**src/rtl/tag_demux_fifo_if.sv**
```systemverilog
// Bus bundle for tag_demux_fifo: tagged token input with backpressure and
// per-flow first-word-fall-through outputs.
interface tag_demux_fifo_if #(
  parameter int unsigned FLUX  = 2,
  parameter int unsigned WIDTH = 8
);
  localparam int unsigned TAG_WIDTH = $clog2(FLUX);
  localparam int unsigned PW        = WIDTH - TAG_WIDTH;

  logic                 in0_wr;
  logic [WIDTH-1:0]     in0_data;
  logic                 in0_full;
  logic [PW*FLUX-1:0]   out_data;
  logic [FLUX-1:0]      out_empty;
  logic [FLUX-1:0]      out_read;
  logic [7:0]           drop_cnt;

  modport master (
    output in0_wr, in0_data, out_read,
    input  in0_full, out_data, out_empty, drop_cnt
  );

  modport slave (
    input  in0_wr, in0_data, out_read,
    output in0_full, out_data, out_empty, drop_cnt
  );
endinterface

```
**src/rtl/tag_demux_fifo.sv**
```systemverilog
// Routes tagged tokens into one FIFO per flow by tag; tokens with an
// out-of-range tag are counted and discarded.
module tag_demux_fifo #(
  parameter int unsigned FLUX  = 2,
  parameter int unsigned WIDTH = 8,
  parameter int unsigned DEPTH = 4
) (
  input logic             ck,
  input logic             rst,
  tag_demux_fifo_if.slave bus
);
  localparam int unsigned TAG_WIDTH = $clog2(FLUX);
  localparam int unsigned PW        = WIDTH - TAG_WIDTH;
  localparam int unsigned AW        = $clog2(DEPTH);
  localparam int unsigned CNT_W     = AW + 1;

  logic [PW-1:0]        mem_q    [FLUX][DEPTH];
  logic [AW-1:0]        rd_ptr_q [FLUX];
  logic [AW-1:0]        rd_ptr_d [FLUX];
  logic [AW-1:0]        wr_ptr_q [FLUX];
  logic [AW-1:0]        wr_ptr_d [FLUX];
  logic [CNT_W-1:0]     cnt_q    [FLUX];
  logic [CNT_W-1:0]     cnt_d    [FLUX];
  logic [7:0]           drop_q, drop_d;

  logic [TAG_WIDTH-1:0] tag;
  logic [PW-1:0]        payload;
  logic                 tag_legal;
  logic                 wr_ok;
  logic [FLUX-1:0]      full_flag;
  logic [FLUX-1:0]      push;
  logic [FLUX-1:0]      pop;

  assign tag       = bus.in0_data[WIDTH-1:PW];
  assign payload   = bus.in0_data[PW-1:0];
  assign tag_legal = {{(32-TAG_WIDTH){1'b0}}, tag} < FLUX;

  // Full depends only on occupancy so upstream may pick its tag from it.
  always_comb begin
    full_flag     = '0;
    bus.out_empty = '0;
    for (int f = 0; f < FLUX; f++) begin
      full_flag[f]     = (cnt_q[f] == CNT_W'(DEPTH));
      bus.out_empty[f] = (cnt_q[f] == '0);
    end
  end

  assign bus.in0_full = |full_flag;
  assign wr_ok        = bus.in0_wr & ~bus.in0_full;
  assign bus.drop_cnt = drop_q;

  always_comb begin
    push = '0;
    pop  = '0;
    for (int f = 0; f < FLUX; f++) begin
      push[f] = wr_ok & tag_legal & (tag == TAG_WIDTH'(f));
      pop[f]  = bus.out_read[f] & ~bus.out_empty[f];
    end
  end

  always_comb begin
    for (int f = 0; f < FLUX; f++) begin
      rd_ptr_d[f] = rd_ptr_q[f];
      wr_ptr_d[f] = wr_ptr_q[f];
      cnt_d[f]    = cnt_q[f];
      if (pop[f]) begin
        rd_ptr_d[f] = rd_ptr_q[f] + AW'(1);
      end
      if (push[f]) begin
        wr_ptr_d[f] = wr_ptr_q[f] + AW'(1);
      end
      if (push[f] && !pop[f]) begin
        cnt_d[f] = cnt_q[f] + CNT_W'(1);
      end else if (!push[f] && pop[f]) begin
        cnt_d[f] = cnt_q[f] - CNT_W'(1);
      end
    end
  end

  always_comb begin
    drop_d = drop_q;
    if (wr_ok && !tag_legal && drop_q != 8'hFF) begin
      drop_d = drop_q + 8'd1;
    end
  end

  always_ff @(posedge ck or negedge rst) begin
    if (!rst) begin
      for (int f = 0; f < FLUX; f++) begin
        rd_ptr_q[f] <= '0;
        wr_ptr_q[f] <= '0;
        cnt_q[f]    <= '0;
      end
      drop_q <= '0;
    end else begin
      for (int f = 0; f < FLUX; f++) begin
        rd_ptr_q[f] <= rd_ptr_d[f];
        wr_ptr_q[f] <= wr_ptr_d[f];
        cnt_q[f]    <= cnt_d[f];
      end
      drop_q <= drop_d;
    end
  end

  // Storage is left uninitialised; occupancy alone defines validity.
  always_ff @(posedge ck) begin
    for (int f = 0; f < FLUX; f++) begin
      if (push[f]) begin
        mem_q[f][wr_ptr_q[f]] <= payload;
      end
    end
  end

  always_comb begin
    bus.out_data = '0;
    for (int f = 0; f < FLUX; f++) begin
      bus.out_data[f*PW +: PW] = mem_q[f][rd_ptr_q[f]];
    end
  end
endmodule

```
**src/flat_wrapper.sv**
```systemverilog
// flat-port wrapper written by rule: the top's interface ports become plain ports
module tag_demux_fifo_flat 
#(
  parameter int unsigned FLUX  = 2,
  parameter int unsigned WIDTH = 8,
  parameter int unsigned DEPTH = 4
)
  (ck, rst, bus_in0_wr, bus_in0_data, bus_out_read, bus_in0_full, bus_out_data, bus_out_empty, bus_drop_cnt);
  tag_demux_fifo_if #(.FLUX(FLUX), .WIDTH(WIDTH)) bus_i ();
  input logic ck;
  input logic rst;
  input wire logic [$bits(bus_i.in0_wr)-1:0] bus_in0_wr;
  input wire logic [$bits(bus_i.in0_data)-1:0] bus_in0_data;
  input wire logic [$bits(bus_i.out_read)-1:0] bus_out_read;
  output wire logic [$bits(bus_i.in0_full)-1:0] bus_in0_full;
  output wire logic [$bits(bus_i.out_data)-1:0] bus_out_data;
  output wire logic [$bits(bus_i.out_empty)-1:0] bus_out_empty;
  output wire logic [$bits(bus_i.drop_cnt)-1:0] bus_drop_cnt;
  assign bus_i.in0_wr = bus_in0_wr;
  assign bus_i.in0_data = bus_in0_data;
  assign bus_i.out_read = bus_out_read;
  assign bus_in0_full = bus_i.in0_full;
  assign bus_out_data = bus_i.out_data;
  assign bus_out_empty = bus_i.out_empty;
  assign bus_drop_cnt = bus_i.drop_cnt;
  tag_demux_fifo #(.FLUX(FLUX), .WIDTH(WIDTH), .DEPTH(DEPTH)) u_core (.ck(ck), .rst(rst), .bus(bus_i));
endmodule
```
**config.mk**
```make
export PLATFORM = sky130hd
export DESIGN_NAME = tag_demux_fifo_flat
export DESIGN_NICKNAME = d
export VERILOG_FILES = /design/src/rtl/tag_demux_fifo_if.sv /design/src/rtl/tag_demux_fifo.sv /design/src/flat_wrapper.sv
export SDC_FILE = /design/constraint.sdc
export NUM_CORES = 1
export LEC_CHECK = 0
export CAP_MARGIN = 20
export CORE_AREA = 4 4 82 84
export CTS_BUF_LIST = sky130_fd_sc_hd__clkbuf_2
export DETAILED_ROUTE_END_ITERATION = 10
export DIE_AREA = 0 0 86 88
export PLACE_DENSITY = 0.69
export SLEW_MARGIN = 10
export SYNTH_ARGS = -nofsm -noshare
export SYNTH_HDL_FRONTEND = slang
export SYNTH_SLANG_ARGS = --single-unit
```
**constraint.sdc**
```tcl
create_clock -name ck -period 3 [get_ports ck]
set_input_delay 0.45 -clock ck [delete_from_list [all_inputs] [get_ports ck]]
set_output_delay 0.45 -clock ck [all_outputs]
set_load 0.01 [all_outputs]
```
# Yosys cells after proc, flatten, opt, wreduce, memory -nomap -nowiden
# Memory sizes are Yosys's and may differ from the RTL's.
# Cells that the tools add are included.
# op_classes
add_sub_neg,8
multipliers,0
n_div,0
magnitude_cmp,6
n_eq_ne,2
shifts,0
muxes,21
n_bitwise,13
reduce_logical,16
# ops
cell,n
28-bit 2-to-1 mux,4
7-bit 2-to-1 mux,6
7-bit binary-select mux with 2-bit select,2
7-bit demux with 2-bit select,2
28-bit OR reduction,1
3-bit >= comparator (second input constant),4
3-bit 2-to-1 mux,4
2-bit inverter with 3-bit output,4
2-bit by 1-bit adder with 2-bit output (second input constant),4
3-bit by 1-bit adder with 3-bit output (second input constant),2
3-bit equality test (second input constant),2
1-bit logical AND,6
3-bit zero test,2
3-bit by 1-bit < comparator with 1-bit output (second input constant),2
3-bit by 1-bit subtractor with 3-bit output (second input constant),2
1-bit AND,5
1-bit zero test,4
1-bit inverter,4
2-bit nonzero test,2
1-bit 2-to-1 mux,3
2-bit OR reduction,1
# totals
ff_bits,14
latchBits,0
mem_bits_rw,56
romBits,0
input_bits,13
output_inout_bits,25
elab_cells,73
n_memories,1
# memory_table
name,words,width,read_ports,rd_ports_with_merged_regs,wr,line_no,rtl
u_core.mem_q,2,28,2,0,1,tag_demux_fifo.sv:17,logic [PW-1:0] mem_q [FLUX][DEPTH];

# Longest topological paths before layout
# logic_depth
depth_word,9
ltp_mapped,8
depth_no_buf,8

# Worst setup path after synthesis
# OpenSTA, ideal clock, no wires.
# synth_timing
kind,register to register
from,reg u_core.cnt_q[0] in the netlist's numbering
to,reg u_core.cnt_q[2] in the netlist's numbering
setup_time_ps,79
arrival_time_ps,2000
t_required_ps,2921
path_slack_ps,921
stages_incl_launch_ff,9
path_buffers,0
synth_period_minus_slack_ps,2079
cell_sequence,dfrtp_1 nor3_1 nand2b_1 ha_1 inv_1 fa_1 xor2_1 nor2_1 xor2_1
# synth_via
elab_cells_between_ends,17
cone_classes,2 x add/sub; 1 x eq/ne; 2 x mux; 5 x bitwise; 7 x reduce/logical
# synth_lines
element,line_no,rtl
"start, declared",tag_demux_fifo.sv:22,logic [CNT_W-1:0] cnt_q [FLUX];
"start signal, assigned by index",tag_demux_fifo.sv:99,cnt_q[f] <= cnt_d[f];
3-bit zero test *,tag_demux_fifo.sv:44,bus.out_empty[f] = (cnt_q[f] == '0);
net bus_out_empty[1],flat_wrapper.sv:17,output wire logic [$bits(bus_i.out_empty)-1:0] bus_out_empty;
1-bit inverter *,tag_demux_fifo.sv:57,pop[f] = bus.out_read[f] & ~bus.out_empty[f];
1-bit AND *,tag_demux_fifo.sv:57,
1-bit zero test,tag_demux_fifo.sv:72,if (push[f] && !pop[f]) begin
1-bit logical AND,tag_demux_fifo.sv:72,
3-bit 2-to-1 mux / 2-bit nonzero test (equally long branches),n/a,
# Mark *: on every way through the listed nets, which the timed path passes. The rest lies on a longest branch. The select of a mux whose other input is x is not followed.
# A chain may end at the register's enable or synchronous reset.

# Worst setup path after layout
# layout_timing
from,reg u_core.rd_ptr_q[2] in the netlist's numbering
to,out bus_out_data[0]
# layout_via
elab_chain_len,4
# layout_rtl
element,line_no,rtl
"start, declared",tag_demux_fifo.sv:18,logic [AW-1:0] rd_ptr_q [FLUX];
"start signal, assigned by index",tag_demux_fifo.sv:97,rd_ptr_q[f] <= rd_ptr_d[f];
2-bit inverter with 3-bit output (not written as such),tag_demux_fifo.sv:117,bus.out_data[f*PW +: PW] = mem_q[f][rd_ptr_q[f]];
7-bit binary-select mux with 2-bit select,tag_demux_fifo.sv:117,
7-bit 2-to-1 mux (not written as such) (2 in a row),tag_demux_fifo.sv:117,
"end, declared",flat_wrapper.sv:16,output wire logic [$bits(bus_i.out_data)-1:0] bus_out_data;
# Every way passes these cells. The select of a mux whose other input is x is not followed.

==> impl_metrics.env <==
export IMPL_cts_max_path_buffers=2
export IMPL_cts_hold_buffers_added=0
export IMPL_powerDensity_mw_per_mm2=904.7
export IMPL_gr_usage_all_layers_pct=13.67
export IMPL_post_route_util_pct=57.95
export IMPL_vias=1384
export IMPL_finalHoldViolCount=0
export IMPL_crit_arrival_ns=2.26
export IMPL_slew_viol_final=0
export IMPL_cts_resized=0
export IMPL_synth_cell_type_count=25
export IMPL_yosysMostFrequentCell="edfxtp_1"
export IMPL_grtUsageMet3_pct=3.198
export IMPL_min_period_ns=2.708
export IMPL_yosys_warnings=0
export IMPL_design_die_area_mm2=0.007568
export IMPL_nets=215
export IMPL_cpPeakStageDelay_ns=0.72
export IMPL_dieWidth_um=86
export IMPL_io_pins=38
export IMPL_place_congestion=0.7555
export IMPL_finalSetupTns_ns=0
export IMPL_leakage_nw=1.227
export IMPL_ys_seq_area_share_pct=68.61
export IMPL_drt_first_pass_iters=4
export IMPL_viasPerCell=5.126
export IMPL_clockRootBuffer="clkbuf_2"
export IMPL_ys_top_cells_by_area="edfxtp_1, dfrtp_1, mux4_2"
export IMPL_coreArea_mm2=0.005921
export IMPL_drive_gt1_share_pct=21.03
export IMPL_syn_inst=155
export IMPL_post_synth_top_area_fraction_pct=56.78
export IMPL_worstSkewPairLatency_ns=0.48
export IMPL_synthArstFlopShare_pct=20.00
export IMPL_cts_setup_buffers=0
export IMPL_antenna_found_initial=0
export IMPL_finalSetupViolations=0
export IMPL_hold_path_class="input port to asynchronous set/reset pin"
export IMPL_grt_pass1_wl_um=7452
export IMPL_drc=0
export IMPL_rows=28
export IMPL_irDropWorstVdd_uv=474.8
export IMPL_ys_ff_latch=70
export IMPL_htreeDepth=3
export IMPL_synth_top_flop_cell="edfxtp_1"
export IMPL_drt_initial_drc_count=73
export IMPL_cp_num_buf_inv=1
export IMPL_max_freq_mhz=369.3
export IMPL_start_util_pct=50.02
export IMPL_grtUsageMet1_pct=16.73
export IMPL_cts_made_buffers=9
export IMPL_grt_use_met2_pct=22.42
export IMPL_gr_total_overflow=0
export IMPL_antenna_cells=0
export IMPL_area_growth_pct=15.84
export IMPL_crit_type="register to output port"
export IMPL_clkTransAtPathRegs_ns=0.18
export IMPL_synth_common_cells="edfxtp_1, dfrtp_1, mux4_2"
export IMPL_critical_path_required_ns=2.55
export IMPL_mappedNetlistArea_mm2=0.002962
export IMPL_clock_skew_ns=0.02328
export IMPL_tightest_slew_ns=0.6424
export IMPL_cap_violations=0
export IMPL_critPathTopFamily="flip-flops"
export IMPL_end_kind="output port"
export IMPL_grt_max_degree=15
export IMPL_avgSynthCellArea_um2=19.11
export IMPL_busiest_layer="met2"
export IMPL_synth_largest_area_cell="edfxtp_1"
export IMPL_cp_start_kind="register"
export IMPL_postRouteAntennaNets=0
export IMPL_die_height_um=88
export IMPL_crit_fanout=9
export IMPL_io_buffer_count=29
export IMPL_synth_edf_count=56
export IMPL_rsz0062_at_grt="no"
export IMPL_routedWlPerCell_um=17.13
export IMPL_critPathSlowestCell="dfrtp_1"
export IMPL_grt_pass1_vias=1476
export IMPL_routed_wl_um=4625
export IMPL_status="complete, no violations"
export IMPL_clkSinkCount=70
export IMPL_hpwl_um=3279
export IMPL_slew_limit_headroom_pct=57.04
export IMPL_cts_tree="yes"
export IMPL_finalCritPeriodShare_pct=90.25
export IMPL_crit_chain="mux4_2, clkdlybuf4s50_1"
==> metrics by stage <==
step / instance area, um2 / cells / worst slack (ns) / total power, mW / hold slack (ns)
global route: 3431 / 270 / 0.09464 / 3.288 / 0.3375
CTS: 3431 / 270 / 0.1882 / 3.149 / 0.3360
floorplan: 2988 / 162 / 0.9208 / 2.126 / 0.1544
global placement: 3294 / 254 / 0.4714 / 2.493 / 0.5481
finish: 3431 / 270 / 0.2925 / 3.104 / 0.3559
detailed placement: 3294 / 254 / 0.3724 / 2.555 / 0.5619
==> registers in the layout, indices dropped and copies added (netlist names) <==
signal	flops
u_core.rd_ptr_q	4
u_core.cnt_q	6
u_core.mem_q	56
u_core.wr_ptr_q	4
==> worst reg2reg max path, stage by stage, from the launching register on <==
cell,delay [ns]
dfrtp_1,0.48
nor2_2,0.12
a221oi_4,0.45
ha_1,0.27
inv_1,0.07
fa_1,0.37
xor2_1,0.17
nor2_1,0.11
xor2_1,0.14
==> area by class of cell <==
class,count,area [um2]
fillers,461,2490
flip-flops and latches,70,2032
multi-input cells,73,852.1
repair buffers,29,290.3
well taps,75,93.84
clock inverters,6,86.33
clock buffers,10,50.05
inverters,7,26.28
==> layout by cell type (no fill, tap or decap) <==
cell / instances
clkinv_2: 2
nor2_2: 1
nor3_1: 2
and2_1: 3
mux2_2: 2
clkbuf_2: 10
mux4_2: 14
a221oi_4: 2
nand2b_1: 3
and4b_1: 1
clkdlybuf4s50_1: 29
conb_1: 8
fa_1: 2
inv_1: 7
and2_2: 4
dfrtp_1: 14
nand2_1: 1
nand3b_1: 2
ha_1: 10
clkinv_4: 1
xnor2_1: 8
nor2_1: 3
xor2_1: 4
mux2_4: 2
a22oi_1: 1
clkinvlp_4: 1
bufinv_16: 2
edfxtp_1: 56
==> report_power, final <==
group / switching, mW / internal [mW] / total, mW / leakage (nW)
sequential: 0.239 / 1.24 / 1.48 / 0.671
combinational: 0.403 / 0.629 / 1.03 / 0.475
clock: 0.317 / 0.278 / 0.595 / 0.0819
total: 0.959 / 2.15 / 3.10 / 1.23
==> logic make-up (layout without fill, tap and decap cells) <==
kind of cell	count (synthesis)	in the layout	synth area share, %
flops	70	70	68.61
simple gates	20	20	4.183
buf+inv	19	52	3.507
mux	18	18	12.42
fa+ha+maj	12	12	5.577
xor+xnor	12	12	3.549
compound gates	3	3	2.028
other cells	1	8	0.1266
==> final timing paths <==
kind	start	endpoint	slack, ns	cells past startpoint
max reg2reg	u_core.cnt_q[0]	u_core.cnt_q[2]	0.75	8
min	rst	u_core.cnt_q[0]	0.36	1
min in group ck	u_core.cnt_q[3]	u_core.cnt_q[3]	0.59	1
max	u_core.rd_ptr_q[2]	bus_out_data[0]	0.29	2
min reg2reg	u_core.cnt_q[3]	u_core.cnt_q[3]	0.59	1
max in group asynchronous	rst	u_core.wr_ptr_q[2]	2.23	1
==> metal layers <==
metal  routed length, um  vias up
met1                2012      694
met5                   0        -
met2                2322       40
met3                 210        9
met4                  80        0
li1                    -      641
(Power assumes the default switching activity.)
